==> config.mk <==
export PLATFORM = sky130hd
export DESIGN_NAME = macs_array
export DESIGN_NICKNAME = d
export VERILOG_FILES = /design/src/rtl/macs_pkg.sv /design/src/rtl/macs_lane.sv /design/src/rtl/macs_array.sv
export SDC_FILE = /design/constraint.sdc
export NUM_CORES = 2
export LEC_CHECK = 0
export ABC_AREA = 1
export ABC_CLOCK_PERIOD_IN_PS = 10100
export CAP_MARGIN = 10
export CORE_UTILIZATION = 65
export DETAILED_ROUTE_END_ITERATION = 12
export GPL_TIMING_DRIVEN = 0
export HOLD_SLACK_MARGIN = 0.05
export PLACE_DENSITY = 0.94
export SYNTH_ARGS = -nofsm -noshare
export SYNTH_HDL_FRONTEND = slang
export SYNTH_SLANG_ARGS = --single-unit
==> constraint.sdc <==
create_clock -name clk -period 10.1 [get_ports clk]
set_input_delay 1.01 -clock clk [delete_from_list [all_inputs] [get_ports clk]]
set_output_delay 1.01 -clock clk [all_outputs]
set_load 0.02 [all_outputs]
==> src/rtl/macs_pkg.sv <==
// Shared definitions for the MAC lane array.
//   MODE_MATMUL / MODE_MATADD : beat term select (A*B_i or B_i)
//   state_t                   : input framing state (IDLE, OPEN)
//   mod_q()                   : keeps the low q_bits of a value and zeroes the rest
package macs_pkg;

  localparam logic MODE_MATMUL = 1'b0;
  localparam logic MODE_MATADD = 1'b1;

  // Working width of mod_q; wide enough for a full DATA_W x DATA_W product
  // up to DATA_W = 32.
  localparam int MOD_W = 64;

  typedef enum logic {
    IDLE = 1'b0,
    OPEN = 1'b1
  } state_t;

  function automatic logic [MOD_W-1:0] mod_q(input logic [MOD_W-1:0] value,
                                             input int q_bits);
    logic [MOD_W-1:0] mask;
    mask = '1;
    if (q_bits < MOD_W) begin
      mask = (MOD_W'(1) << q_bits) - MOD_W'(1);
    end
    return value & mask;
  endfunction

endpackage

==> src/rtl/macs_lane.sv <==
// One lane of the MAC array: a beat-term register (S1) followed by the
// running accumulator and result register (S2).
// Ports:
//   clk, rstn           clock, synchronous active-low reset
//   adv                 global advance; nothing moves while low
//   load                accepted beat is loaded into S1 this cycle
//   mode, neg, a, b, c  beat operands for this lane (c only matters on first)
//   s1_valid/first/last shared S1 control bits held by the array
//   result              registered lane sum, bits at/above Q_BITS are 0
module macs_lane
  import macs_pkg::*;
#(
  parameter int DATA_W = 16,
  parameter int Q_BITS = 15
) (
  input  logic              clk,
  input  logic              rstn,
  input  logic              adv,
  input  logic              load,
  input  logic              mode,
  input  logic              neg,
  input  logic [DATA_W-1:0] a,
  input  logic [DATA_W-1:0] b,
  input  logic [DATA_W-1:0] c,
  input  logic              s1_valid,
  input  logic              s1_first,
  input  logic              s1_last,
  output logic [DATA_W-1:0] result
);

  localparam int PW = 2 * DATA_W;

  logic [PW-1:0]     prod;
  logic [PW-1:0]     term_sel;
  logic [PW-1:0]     term_sgn;
  logic [DATA_W-1:0] term_nxt;

  logic [DATA_W-1:0] term_q;
  logic [DATA_W-1:0] c_q;
  logic [DATA_W-1:0] acc;

  logic [DATA_W-1:0] base;
  logic [DATA_W-1:0] sum_raw;
  logic [DATA_W-1:0] sum;

  // Full-width product; upper operand bits only reach bits that mod_q drops.
  assign prod     = {{DATA_W{1'b0}}, a} * {{DATA_W{1'b0}}, b};
  assign term_sel = (mode == MODE_MATADD) ? {{DATA_W{1'b0}}, b} : prod;
  assign term_sgn = neg ? (PW'(0) - term_sel) : term_sel;
  assign term_nxt = DATA_W'(mod_q(MOD_W'(term_sgn), Q_BITS));

  assign base     = s1_first ? c_q : acc;
  assign sum_raw  = base + term_q;
  assign sum      = DATA_W'(mod_q(MOD_W'(sum_raw), Q_BITS));

  always_ff @(posedge clk) begin
    if (!rstn) begin
      term_q <= '0;
      c_q    <= '0;
    end else if (adv && load) begin
      term_q <= term_nxt;
      c_q    <= c;
    end
  end

  always_ff @(posedge clk) begin
    if (!rstn) begin
      acc    <= '0;
      result <= '0;
    end else if (adv && s1_valid) begin
      acc <= sum;
      if (s1_last) begin
        result <= sum;
      end
    end
  end

endmodule

==> src/rtl/macs_array.sv <==
// Lane array of multiply-accumulate units, arithmetic mod 2^Q_BITS.
// A scalar a is broadcast to every lane each beat; a first..last run of beats
// starts from c and produces one registered result vector.
// Ports:
//   clk, rstn                      clock, synchronous active-low reset
//   in_valid/in_ready              beat handshake (in_ready = global advance)
//   in_first/in_last               operation framing
//   mode, neg, a, b, c             beat operands (b, c packed per lane)
//   out_valid/out_ready, result    result handshake and packed lane sums
//   err, err_clr                   sticky framing error and its clear
//
// state | meaning
// IDLE  | no operation open; a beat must carry first
// OPEN  | operation in progress; beats accumulate until last
module macs_array
  import macs_pkg::*;
#(
  parameter int N_LANES = 4,
  parameter int DATA_W  = 16,
  parameter int Q_BITS  = 15
) (
  input  logic                        clk,
  input  logic                        rstn,
  input  logic                        in_valid,
  output logic                        in_ready,
  input  logic                        in_first,
  input  logic                        in_last,
  input  logic                        mode,
  input  logic                        neg,
  input  logic [DATA_W-1:0]           a,
  input  logic [N_LANES*DATA_W-1:0]   b,
  input  logic [N_LANES*DATA_W-1:0]   c,
  output logic                        out_valid,
  input  logic                        out_ready,
  output logic [N_LANES*DATA_W-1:0]   result,
  output logic                        err,
  input  logic                        err_clr
);

  state_t state;
  state_t state_nxt;

  logic adv;
  logic accept;
  logic load;
  logic err_set;

  logic s1_valid;
  logic s1_first;
  logic s1_last;

  assign adv      = !out_valid || out_ready;
  assign in_ready = adv;
  assign accept   = in_valid && adv;

  always_ff @(posedge clk) begin
    if (!rstn) begin
      state <= IDLE;
    end else begin
      state <= state_nxt;
    end
  end

  always_comb begin
    state_nxt = state;
    load      = 1'b0;
    err_set   = 1'b0;
    if (accept) begin
      case (state)
        IDLE: begin
          if (in_first) begin
            load = 1'b1;
            if (!in_last) begin
              state_nxt = OPEN;
            end
          end else begin
            // Orphan beat: drop it rather than accumulate onto stale state.
            err_set = 1'b1;
          end
        end
        OPEN: begin
          load = 1'b1;
          // A new first abandons the open op; s1_first reloads from c.
          if (in_first) begin
            err_set = 1'b1;
          end
          if (in_last) begin
            state_nxt = IDLE;
          end
        end
        default: state_nxt = IDLE;
      endcase
    end
  end

  always_ff @(posedge clk) begin
    if (!rstn) begin
      s1_valid <= 1'b0;
      s1_first <= 1'b0;
      s1_last  <= 1'b0;
    end else if (adv) begin
      s1_valid <= load;
      s1_first <= in_first;
      s1_last  <= in_last;
    end
  end

  // When adv is high the held result is either absent or leaving this cycle,
  // so out_valid simply follows whether a new result lands now.
  always_ff @(posedge clk) begin
    if (!rstn) begin
      out_valid <= 1'b0;
    end else if (adv) begin
      out_valid <= s1_valid && s1_last;
    end
  end

  always_ff @(posedge clk) begin
    if (!rstn) begin
      err <= 1'b0;
    end else if (err_clr) begin
      err <= 1'b0;
    end else if (err_set) begin
      err <= 1'b1;
    end
  end

  for (genvar i = 0; i < N_LANES; i++) begin : g_lane
    macs_lane #(
      .DATA_W (DATA_W),
      .Q_BITS (Q_BITS)
    ) u_lane (
      .clk      (clk),
      .rstn     (rstn),
      .adv      (adv),
      .load     (load),
      .mode     (mode),
      .neg      (neg),
      .a        (a),
      .b        (b[i*DATA_W +: DATA_W]),
      .c        (c[i*DATA_W +: DATA_W]),
      .s1_valid (s1_valid),
      .s1_first (s1_first),
      .s1_last  (s1_last),
      .result   (result[i*DATA_W +: DATA_W])
    );
  end

endmodule
Word level (Yosys, flattened, before mapping) --
Cells that the tools add are included.
Storage, ports and cells: word-level logic and storage cells 65, register bits after elaboration 246
Cells by class: reductions and logical operators 8, $add $sub $neg 8, muxes and demuxes 21, bitwise operators 2, multiply operators 4
Operators by type and width (number):
- two-way mux 15 bit | 12
- multiplier 16 x 16 -> 15 bit | 4
- adder 15 bit | 4
- subtractor 1 x 15 -> 15 bit (first input constant) | 4
- two-way mux 1 bit | 6
- one-hot mux 1 bit (2 select lines) | 3
- logical AND 1 bit | 4
- NOT 1 bit | 2
- AND reduction 2 bit | 1
- OR reduction 2 bit | 1
- zero test 1 bit | 1
- logical OR 1 bit | 1

Depth between registers and ports, before layout --
depth after elaboration 5, gate-level depth with buffers 35, depth with buffers taken out 32

Modules after synthesis --
A second synthesis with hierarchy kept.
Second synthesis, totals: cells, all modules 4516, area total of the unflattened synthesis 29844.9 µm²
Modules (own cells, without submodules):
- macs_lane (g_lane[0].u_lane) | cells each 1157, times used 1, area an instance 7534.7 µm²
- macs_lane (g_lane[1].u_lane) | cells each 1112, times used 1, area an instance 7429.6 µm²
- macs_lane (g_lane[2].u_lane) | cells each 1114, times used 1, area an instance 7329.5 µm²
- macs_lane (g_lane[3].u_lane) | cells each 1099, times used 1, area an instance 7285.7 µm²
- macs_array | cells each 34, times used 1, area an instance 265.3 µm²

Least setup slack after synthesis --
No wires, ideal clock.
path type input port to flip-flop, start input port a[7], end register g_lane[1].u_lane.term_q[13], stages 34, arrival time 6.302 ns, path slack 3.689 ns, path buffers 3, cells stage by stage clkbuf_2 clkbuf_1 buf_1 nand2_1 inv_1 fa_1 inv_1 fa_1 inv_1 fa_1 inv_1 fa_1 inv_1 fa_1 inv_1 fa_1 inv_1 ha_1 inv_1 o21ai_0 a21oi_1 nand2_1 nand2_1 nand3_1 o21ai_1 inv_1 nand2_1 nor2_1 nand2_1 nand2_1 a21oi_1 o21ai_1 nand2_1 inv_1
Between the ends: cells in the longest elaborated chain, start to end 4
Ends and longest elaborated chain:
- from (decl) | RTL line macs_array.sv:30 | input logic [DATA_W-1:0] a,
- multiplier 16 x 16 -> 15 bit * | RTL line macs_lane.sv:47 | assign prod = {{DATA_W{1'b0}}, a} * {{DATA_W{1'b0}}, b};
- two-way mux 15 bit * | RTL line macs_lane.sv:48 | assign term_sel = (mode == MODE_MATADD) ? {{DATA_W{1'b0}}, b} : prod;
- subtractor 1 x 15 -> 15 bit | RTL line macs_lane.sv:49 | assign term_sgn = neg ? (PW'(0) - term_sel) : term_sel;
- two-way mux 15 bit * | RTL line macs_lane.sv:49
- to (signal assigned) | RTL line macs_lane.sv:61 | term_q <= term_nxt;
- to (decl) | RTL line macs_lane.sv:38 | logic [DATA_W-1:0] term_q;
Every way passes the cells marked *; elsewhere a longest branch is shown, timed or not. A chain may end at the register's enable or synchronous reset.

Worst setup path in the final report --
start input port a[5], end register g_lane[3].u_lane.term_q[14]
Between the ends: cells in the longest elaborated chain, start to end 4
Ends and longest elaborated chain (RTL line):
- multiplier 16 x 16 -> 15 bit * | macs_lane.sv:47
- two-way mux 15 bit * | macs_lane.sv:48
- subtractor 1 x 15 -> 15 bit | macs_lane.sv:49
- two-way mux 15 bit * | macs_lane.sv:49
- to (signal assigned) | macs_lane.sv:61
- to (decl) | macs_lane.sv:38
Marks and branches as above.

==> metrics.md <==
| Metric | Value |
|---|---|
| Status | `complete, no violations` |
| Top cell type's share of synthesized area | `0.188` |
| Area Growth Syn to Fin | `11.2%` |
| Max stage delay on crit path | `around 0.73 ns` |
| RSZ-0062 raised after global routing | `no` |
| Vias per cell | `5.68` |
| Worst VDD drop | `308 uV` |
| Share of layout cells above drive strength 1 | `0.0262` |
| Grt ovf | `0` |
| Setup bufs post-CTS | `0` |
| ANT cells | `0` |
| Mapped Area | `between 20000 and 30000 sq um` |
| Commonest non-fill, non-tap cell in the layout | `nand2_1` |
| PD cells | `between 200 and 250 nW/um^2` |
| Most area-hungry cell type in the Yosys netlist | `fa_1` |
| CP Max Fanout | `10` |
| CP arrival | `8.22 ns` |
| Antenna violations before repair | `2` |
| CP Capture Type | `register` |
| Fin. Hold Viols | `0` |
| P_leak | `19.3 nW` |
| Pin count of the biggest net entering global routing | `17` |
| Ys Warns | `0` |
| DP Worst Slack | `1.96 ns` |
| Commonest cells after routing, fill and taps aside | `nand2_1 (1126), inv_1 (1111), nor2_1 (292)` |
| TritonCTS clock tree | `yes` |
| Nets@finish | `5344` |
| Ys async rst share | `0` |
| # hold bufs at CTS | `0` |
| Clock slew at reported path FFs | `0.07 ns` |
| Num ports | `220` |
| Hold Path Stages | `2` |
| First-pass GRT wire length | `between 150000 and 200000 um` |
| Die width | `~210 um` |
| Worst hold path endpoint | `g_lane[3].u_lane.c_q[1]` |
| Die Y | `215 um` |
| TritonCTS Sinks | `246` |
| Worst path slowest cell | `clkdlybuf4s50_1` |
| Max clock buf depth | `3` |
| Worst Path Required | `10.52 ns` |
| Routed WL | `98800 um` |
| Insertion delay to the later sink of the worst-skew pair | `0.52 ns` |
| Max-Slew Margin vs Limit | `0.291` |
| Core Region | `44400 sq um` |
| Drc violations | `0` |
| Max-Cap Viols | `0` |
| F_max | `128 MHz` |
| GRT Overall Usage | `0.425` |
| Slew Limit Fails | `0` |
| Post-DP Area | `approximately 32000 sq um` |
| IO buf count | `185` |
| Dpl hpwl | `just under 80000 um` |
| Drt initial violations | `around 3700` |
| Resize count post-CTS | `0` |
| Hold_sp | `g_lane[3].u_lane.c_q[1]` |
| CP dominant cell by count | `inv_1` |
| CP Class | `in -> reg` |
| Per-cell routed wire length | `around 19 um` |
| Synth area leaders | `fa_1 (19%), dfxtp_1 (17%), nand2_1 (14%)` |
| Row count | `77` |
| Via count | `30100` |
| Register area share after synthesis | `0.167` |
| Root Driver | `clkbuf_16` |
| Post-route cell area | `around 33000 sq um` |
| Post-layout min period | `7.80 ns` |
| Slew @ Worst Pin | `1.06 ns` |
| Worst Clk Skew | `roughly 0.010 ns` |
| Starting Density | `0.662` |
| Gate Count Post-Synth | `4475` |
| Worst r2r dst | `g_lane[2].u_lane.result[14]` |
| CTS Buf Count | `21` |
| Worst Reg2Reg Path Length in Cells | `21` |
| Final Cycle Share | `0.773` |
| Post-synth top flop | `dfxtp_1` |
| GPL Wtd Cong | `between 1 and 1.5` |
| Final setup viols | `0` |
| Yosys cell types | `45` |
| Fill count | `around 3500` |
| R2R Setup Slk | `5.26 ns` |
| HP Class | `reg -> reg` |
| Worst setup margin | `2.30 ns` |
| CP Launch Type | `primary input` |
| Number of global-route vias before repair | `29300` |
| Setup_tns | `0 ns` |
| Drt pass-1 iters | `9` |
| Syn Area/Cell | `6.57 sq um` |
| Remaining antenna violation count after routing | `0` |
| Die area | `46100 sq um` |
| Origin of the critical flop-to-flop path | `s1_first` |
| Synth Register Bits | `246` |
| H-Tree Depth | `1` |
| Number of synthesized flops with an enable pin | `0` |
[flip-flops by register name, indices dropped and copies added, names as in the netlist]
name and count:
s1_valid 1, err 1, state 1, out_valid 1
g_lane.u_lane.acc 60, g_lane.u_lane.c_q 60, g_lane.u_lane.result 60, g_lane.u_lane.term_q 60
s1_last 1, s1_first 1
[final cells by class]
type / instances / area, sq um / area share
timing repair buffer: 185 / 1850 / 0.0566
multi-input combinational: 2903 / 19400 / 0.593
inverter: 1127 / 4230 / 0.129
sequential: 246 / 4920 / 0.151
clock buffer: 30 / 599 / 0.0183
tap: 592 / 741 / 0.0226
clock inverter: 5 / 103 / 0.00314
buffer: 202 / 863 / 0.0264
[synth_stat cells (5+ instances only)]
cell and n:
buf_2 32, o21ai_2 7, a21o_1 7, buf_1 34, nand2_1 1126, or2_2 7
inv_2 12, ha_1 229, dfxtp_1 246, clkbuf_1 123, a21oi_1 213, o21ai_1 38
o21a_1 6, nor3_1 11, nor2_1 292, nand3_1 191, o21ai_0 273, nor2_2 6
inv_1 1111, o211ai_1 17, nand3b_1 21, buf_4 7, o21bai_1 9, fa_1 276
xnor2_1 33, buf_6 5, xor2_1 67, o221ai_1 13, o31ai_1 5, nand4_1 23
[worst max path at each step]
stage,slack (ns),start,endpoint
final,2.30,a[5],g_lane[3].u_lane.term_q[14]
after CTS,2.48,a[3],g_lane[3].u_lane.term_q[14]
after floorplan,3.69,a[7],g_lane[1].u_lane.term_q[13]
after detailed placement,1.96,a[3],g_lane[3].u_lane.term_q[14]
after global routing,1.90,a[5],g_lane[3].u_lane.term_q[14]
after global placement,2.01,a[5],g_lane[3].u_lane.term_q[14]
[stage by stage]
stage	std cells	utilization	total power, mW	hold WS (ns)
after global placement	5255	0.721	5.88	0.435
final	5290	0.736	6.98	0.457
after CTS	5290	0.736	6.87	0.455
after floorplan	4478	-	4.63	0.424
after detailed placement	5255	0.721	5.99	0.444
after global routing	5290	0.736	7.66	0.475
[logic make-up (layout without fill, tap and decap cells)]
kind of cell | count (synthesis) | after routing | share of synthesized area
simple gates | 1688 | 1688 | 0.232
compound gates | 602 | 602 | 0.110
fa+ha+maj | 505 | 505 | 0.285
other cells | 1 | 4 | 0.000128
mux | 4 | 4 | 0.00226
xor+xnor | 100 | 100 | 0.0298
buf+inv | 1329 | 1549 | 0.173
flops | 246 | 246 | 0.167
[metal layers]
layer | wire length, um | global-route usage | up-vias
met3 | 13600 | 0.113 | 476
met2 | 42100 | 0.653 | 1979
met1 | 36800 | 0.547 | 13800
met5 | 56 | 0 | -
met4 | 6330 | 0.229 | 4
li1 | - | - | 13800
[where the power goes]
part	switching (mW)	leakage [nW]	internal (mW)	total, mW
sequential	0.0472	2.02	1.04	1.09
clock	0.374	0.340	0.489	0.863
combinational	3.24	16.9	1.79	5.03
total	3.66	19.3	3.32	6.98
[worst max-delay path, delay by kind of cell]
kind                       cells  cell delay (ns)
and+or+nand+nor               11             1.21
AOI/OAI and AO/OA              2             0.38
adders and majority gates      7             3.26
buffers and inverters         11             2.32
Power figures use the tool's default switching activity.
